### config.mk
export PLATFORM = sky130hd
export DESIGN_NAME = apb_regbank_slave
export DESIGN_NICKNAME = d
export VERILOG_FILES = /design/src/rtl/apb_regbank_slave.sv
export SDC_FILE = /design/constraint.sdc
export NUM_CORES = 1
export LEC_CHECK = 0
export CORE_ASPECT_RATIO = 2
export CORE_MARGIN = 3
export CORE_UTILIZATION = 31
export DETAILED_ROUTE_END_ITERATION = 7
export DONT_BUFFER_PORTS = 1
export MAX_ROUTING_LAYER = met4
export SYNTH_ARGS = -nofsm -noshare
export SYNTH_HDL_FRONTEND = slang
export SYNTH_SLANG_ARGS = --single-unit
export TNS_END_PERCENT = 1
### constraint.sdc
create_clock -name HCLK -period 23.5 [get_ports HCLK]
set_input_delay 4.7 -clock HCLK [delete_from_list [all_inputs] [get_ports HCLK]]
set_output_delay 4.7 -clock HCLK [all_outputs]
set_load 0.05 [all_outputs]
### src/rtl/apb_regbank_slave.sv
// APB completer with a bank of 32-bit registers; register NUM_REGS-1 is a read-only status view.
// Optional wait-state counter is compiled in with `define REGBANK_WAIT_EN (WAIT_CYCLES stalls per access).
module apb_regbank_slave #(
  parameter int NUM_REGS    = 8,
  parameter int WAIT_CYCLES = 2
) (
  input  logic        HCLK,
  input  logic        HRST,
  input  logic        PSEL,
  input  logic        PENABLE,
  input  logic        PWRITE,
  input  logic [31:0] PADDR,
  input  logic [31:0] PWDATA,
  input  logic [3:0]  PSTRB,
  output logic [31:0] PRDATA,
  output logic        PREADY,
  output logic        PSLVERR,
  input  logic [31:0] status_i,
  output logic [31:0] ctrl_o
);

  typedef enum logic {IDLE, ACCESS} state_t;

  state_t      state, state_nxt;
  logic        wr_q, err_q;
  logic [5:0]  idx_q;
  logic [31:0] wdata_q, rdata_q;
  logic [3:0]  strb_q;
  logic [31:0] regs [NUM_REGS-1];

  logic [5:0]  idx;
  logic        setup, done, rdy, wr_en, err_in;
  logic [31:0] rd_mux;
  logic        unused_paddr;

  assign idx          = PADDR[7:2];
  assign unused_paddr = ^PADDR[31:8];
  assign setup        = (state == IDLE) && PSEL && !PENABLE;
  assign done         = (state == ACCESS) && PSEL && PENABLE && rdy;
  assign wr_en        = done && wr_q && !err_q;

  assign err_in = (int'(idx) >= NUM_REGS) || (PADDR[1:0] != 2'b00) ||
                  (PWRITE && (int'(idx) == NUM_REGS - 1));

`ifdef REGBANK_WAIT_EN
  logic [3:0] cnt_q;

  // Counter only advances while the master is actually in the access phase.
  always_ff @(posedge HCLK or posedge HRST) begin
    if (HRST)                                              cnt_q <= 4'd0;
    else if (setup)                                        cnt_q <= 4'(WAIT_CYCLES);
    else if ((state == ACCESS) && PSEL && PENABLE && (cnt_q != 4'd0)) cnt_q <= cnt_q - 4'd1;
  end

  assign rdy = (cnt_q == 4'd0);
`else
  localparam int unused_wait = WAIT_CYCLES;
  assign rdy = 1'b1;
`endif

  // State register.
  // NOTE: sequential state uses non-blocking (<=) so every flop samples pre-edge values.
  always_ff @(posedge HCLK or posedge HRST) begin
    if (HRST) state <= IDLE;
    else      state <= state_nxt;
  end

  // Next-state logic.
  // NOTE: the default assignment up front keeps this comb block from inferring a latch.
  always_comb begin
    state_nxt = state;
    case (state)
      IDLE:    if (PSEL && !PENABLE) state_nxt = ACCESS;
      ACCESS:  if (!PSEL || done)    state_nxt = IDLE;
      default: state_nxt = IDLE;
    endcase
  end

  // Outputs decode from flops only.
  always_comb begin
    PREADY  = (state == ACCESS) && rdy;
    PSLVERR = PREADY && err_q;
    PRDATA  = (PREADY && !wr_q && !err_q) ? rdata_q : 32'd0;
  end

  always_comb begin
    rd_mux = 32'd0;
    if (int'(idx) == NUM_REGS - 1) rd_mux = status_i;
    for (int r = 0; r < NUM_REGS - 1; r++)
      if (int'(idx) == r) rd_mux = regs[r];
  end

  // Setup-phase capture; read data is frozen here so status_i may move during the access.
  always_ff @(posedge HCLK or posedge HRST) begin
    if (HRST) begin
      wr_q    <= 1'b0;
      err_q   <= 1'b0;
      idx_q   <= 6'd0;
      wdata_q <= 32'd0;
      strb_q  <= 4'd0;
      rdata_q <= 32'd0;
    end else if (setup) begin
      wr_q    <= PWRITE;
      err_q   <= err_in;
      idx_q   <= idx;
      wdata_q <= PWDATA;
      strb_q  <= PSTRB;
      rdata_q <= err_in ? 32'd0 : rd_mux;
    end
  end

  // NOTE: the register bank is reset because software relies on every register reading 0 after reset.
  always_ff @(posedge HCLK or posedge HRST) begin
    if (HRST) begin
      for (int r = 0; r < NUM_REGS - 1; r++) regs[r] <= 32'd0;
    end else if (wr_en) begin
      for (int r = 0; r < NUM_REGS - 1; r++)
        for (int b = 0; b < 4; b++)
          if ((int'(idx_q) == r) && strb_q[b]) regs[r][8*b +: 8] <= wdata_q[8*b +: 8];
    end
  end

  assign ctrl_o = regs[0];

endmodule

==> flow_metrics.env <==
export IMPL_ir_worst_vdd_mv=0.0539
export IMPL_wire_per_inst_um=24.9
export IMPL_synth_async_reset_ratio=1.00
export IMPL_h_tree_depth=1
export IMPL_drt_iter0_drc=711
export IMPL_grt_max_degree=188
export IMPL_p_sw_frac=0.241
export IMPL_ios=171
export IMPL_crit_buf_inv=1
export IMPL_synth_ff_type="dfrtp_1"
export IMPL_grt_pass1_vias=9717
export IMPL_layout_drive_gt1_share=0.290
export IMPL_antenna_found_initial=3
export IMPL_worstSetupStartpointType="register"
export IMPL_regArea_mm2=0.00753
export IMPL_fmax_ghz=0.128
export IMPL_comb_power_share=0.040
export IMPL_via_per_inst=5.42
export IMPL_leakage_uw=0.00702
export IMPL_hold_path_class="register to register"
export IMPL_path_delay_family="simple AND/OR/NAND/NOR gates"
export IMPL_core_area_mm2=0.0436
export IMPL_regToRegStartpoint="PREADY"
export IMPL_regToRegEndpoint="regs[155]"
export IMPL_synth_edff_count=0
export IMPL_synth_distinct_cells=47
export IMPL_setup_tns_final_ns=0
export IMPL_seqPwrFrac=0.529
export IMPL_ys_warn_count=0
export IMPL_p_clk_frac=0.431
export IMPL_synth_cells=1171
export IMPL_wirelength_mm=42.3
export IMPL_place_port_buffers=0
export IMPL_outcome="finished, final reports clean"
export IMPL_p_switching_uw=251
export IMPL_tightest_slew_ns=1.23
export IMPL_synth_seq_cells=301
export IMPL_ys_seq_area_frac=0.547
export IMPL_drv_slew=0
export IMPL_clockBufferDepth=3
export IMPL_setup_viol=0
export IMPL_path_cells="nand2b_1 > nor2_2 > buf_4 > and2_1"
export IMPL_cts_buffers=27
export IMPL_ant_nets=0
export IMPL_path_class="register to output port"
export IMPL_cpMaxStageDelayCell="dfrtp_1"
export IMPL_grt_pass1_wl_mm=63.0
export IMPL_fin_crit_ns=7.79
export IMPL_post_cts_buffers=0
export IMPL_num_rows=108
export IMPL_ff2ff_setup_slack_ns=20.51
export IMPL_overflow=0
export IMPL_holdBufCountCts=0
export IMPL_nNetsFinal=1229
export IMPL_syn_nets=1276
export IMPL_final_cell_mix="dfrtp_1 (301), mux2_2 (233), nand2_1 (156)"
export IMPL_dp_final_hpwl_mm=27.3
export IMPL_rsz0062_at_grt="no"
export IMPL_post_cts_resized=0
export IMPL_placed_area_mm2=0.0141
export IMPL_dieArea_mm2=0.0471
export IMPL_synth_area_leaders="dfrtp_1 (55%), mux2_2 (19%), nand2_1 (4.3%)"
export IMPL_yosysTopAreaCell="dfrtp_1"
export IMPL_fp_dieW_um=155
export IMPL_finalWeightedCongestion=0.826
export IMPL_synth_top_area_frac=0.547
export IMPL_netlist_area_mm2=0.0138
export IMPL_final_common_cell="dfrtp_1"
export IMPL_initial_core_util=0.315
export IMPL_clk_pin_slew_worst_paths_ns=0.07
export IMPL_reg2reg_depth=5
export IMPL_finalInstanceArea_mm2=0.0150
export IMPL_cts_tree="yes"
export IMPL_vias=9187
export IMPL_relSlewSlack=0.175
export IMPL_required_ns=18.80
export IMPL_max_cap_violations=0
export IMPL_min_period_over_period=0.332
export IMPL_skew_ns=0.0125
export IMPL_holdCritStartpoint="rdata_q[22]"
export IMPL_hold_viol_final=0
export IMPL_synth_area_per_cell_um2=11.8
export IMPL_clkLatencyLatePin_ns=0.55
export IMPL_clockRootBuffer="clkbuf_16"
export IMPL_drc=0
export IMPL_arrival_ns=3.09
export IMPL_nFillCells=4255
export IMPL_grt_usage=0.180
export IMPL_multi_input_area_mm2=0.00578
export IMPL_cp_end_kind="output port"
export IMPL_cpPeakStageDelay_ns=0.72
export IMPL_die_h_um=304
export IMPL_hold_path_end="rdata_q[22]"
export IMPL_drt_first_pass_iters=5
export IMPL_p_int_uw=792
export IMPL_syn_to_final_growth_pct=9.11
export IMPL_holdPathStages=1
export IMPL_crit_fanout=17
export IMPL_power_density_mw_per_mm2=69.5
export IMPL_clock_sinks=301
how the worst max path moves through the flow:
stage | slack (ns) | startpoint | to | cells after the start
finish | 15.71 | PREADY | PRDATA[0] | 4
global route | 15.53 | PREADY | PRDATA[0] | 4
detailed placement | 16.19 | PREADY | PRDATA[0] | 4
global placement | 16.26 | PREADY | PRDATA[0] | 4
floorplan | 10.48 | HRST | PREADY | 1
CTS | 15.60 | PREADY | PRDATA[0] | 4
power groups by stage:
stage | Combinational (uW) | Sequential, uW | Clock, uW
4_1_cts | 42.7 | 552 | 461
3_3_place_gp | 41.8 | 561 | 0
3_5_place_dp | 42.5 | 562 | 0
6_report | 41.4 | 552 | 450
2_1_floorplan | 32.0 | 552 | 0
5_1_grt | 48.0 | 554 | 482
logic make-up (layout without fill, tap and decap cells):
| group | count (synthesis) | count (layout) | synth area share |
|---|---|---|---|
| flip-flops | 301 | 301 | 0.547 |
| AO/OA/AOI/OAI | 184 | 184 | 0.104 |
| buffers and inverters | 93 | 64 | 0.0357 |
| XOR/XNOR | 1 | 1 | 0.000636 |
| multiplexers | 233 | 233 | 0.191 |
| other | 0 | 3 | 0 |
| AND/OR/NAND/NOR | 359 | 359 | 0.122 |
per-layer routing:
metal / GRT usage / up-vias / routed length, um
met5: - / - / 0
met4: 0.0650 / 0 / 1380
met3: 0.0421 / 67 / 3010
met2: 0.314 / 259 / 22200
met1: 0.200 / 4769 / 15700
li1: - / 4092 / -
Yosys cell counts, types with 2 or more instances:
master      n
nand2_1   157
nor2_2     28
mux2_2    233
nor3_2      2
nor4b_1     2
nor2b_1     8
buf_2       9
o21ai_0     2
a311oi_1   10
nand3_1    31
buf_1       4
nor3_1      4
inv_1       4
o221ai_1   10
o32ai_1     2
nor2_1     64
and2_1     36
clkbuf_1   42
a21oi_1    23
a211o_1     9
a221oi_1    5
a22o_1      3
nor4_1      4
dfrtp_1   301
a22oi_1    65
a32oi_1    10
nand2b_1   14
a221o_1    20
o22ai_1    18
and3_1      2
buf_4      33
final cells by class:
type / count / share of cell area
Clock inverter: 8 / 0.00625
Timing Repair Buffer: 13 / 0.00733
Antenna cell: 3 / 0.000500
Sequential cell: 301 / 0.502
Inverter: 4 / 0.00150
Tap cell: 550 / 0.0458
Clock buffer: 39 / 0.0520
Multi-Input combinational cell: 777 / 0.385
worst register-to-register path: stages (launching register included):
cell and delay, ns:
dfrtp_1 0.72, nand2b_1 0.18, nor2_1 0.49, nand2_1 0.38, nor2_2 0.70, mux2_2 0.42
flip-flops by register name, indices dropped and copies added (netlist names):
signal / cells
wr_q: 1
err_q: 1
ctrl_o: 32
regs: 192
strb_q: 4
wdata_q: 32
PREADY: 1
idx_q: 6
rdata_q: 32
stage by stage:
step	total power [uW]	setup WS (ns)	util	std cells	hold WS, ns
global placement	603	16.26	0.324	1645	0.461
global route	1080	15.53	0.344	1695	0.502
detailed placement	604	16.19	0.324	1645	0.472
CTS	1060	15.60	0.344	1692	0.483
floorplan	584	10.48	-	1171	0.440
finish	1040	15.71	0.344	1695	0.482
(Power assumes the default switching activity.)
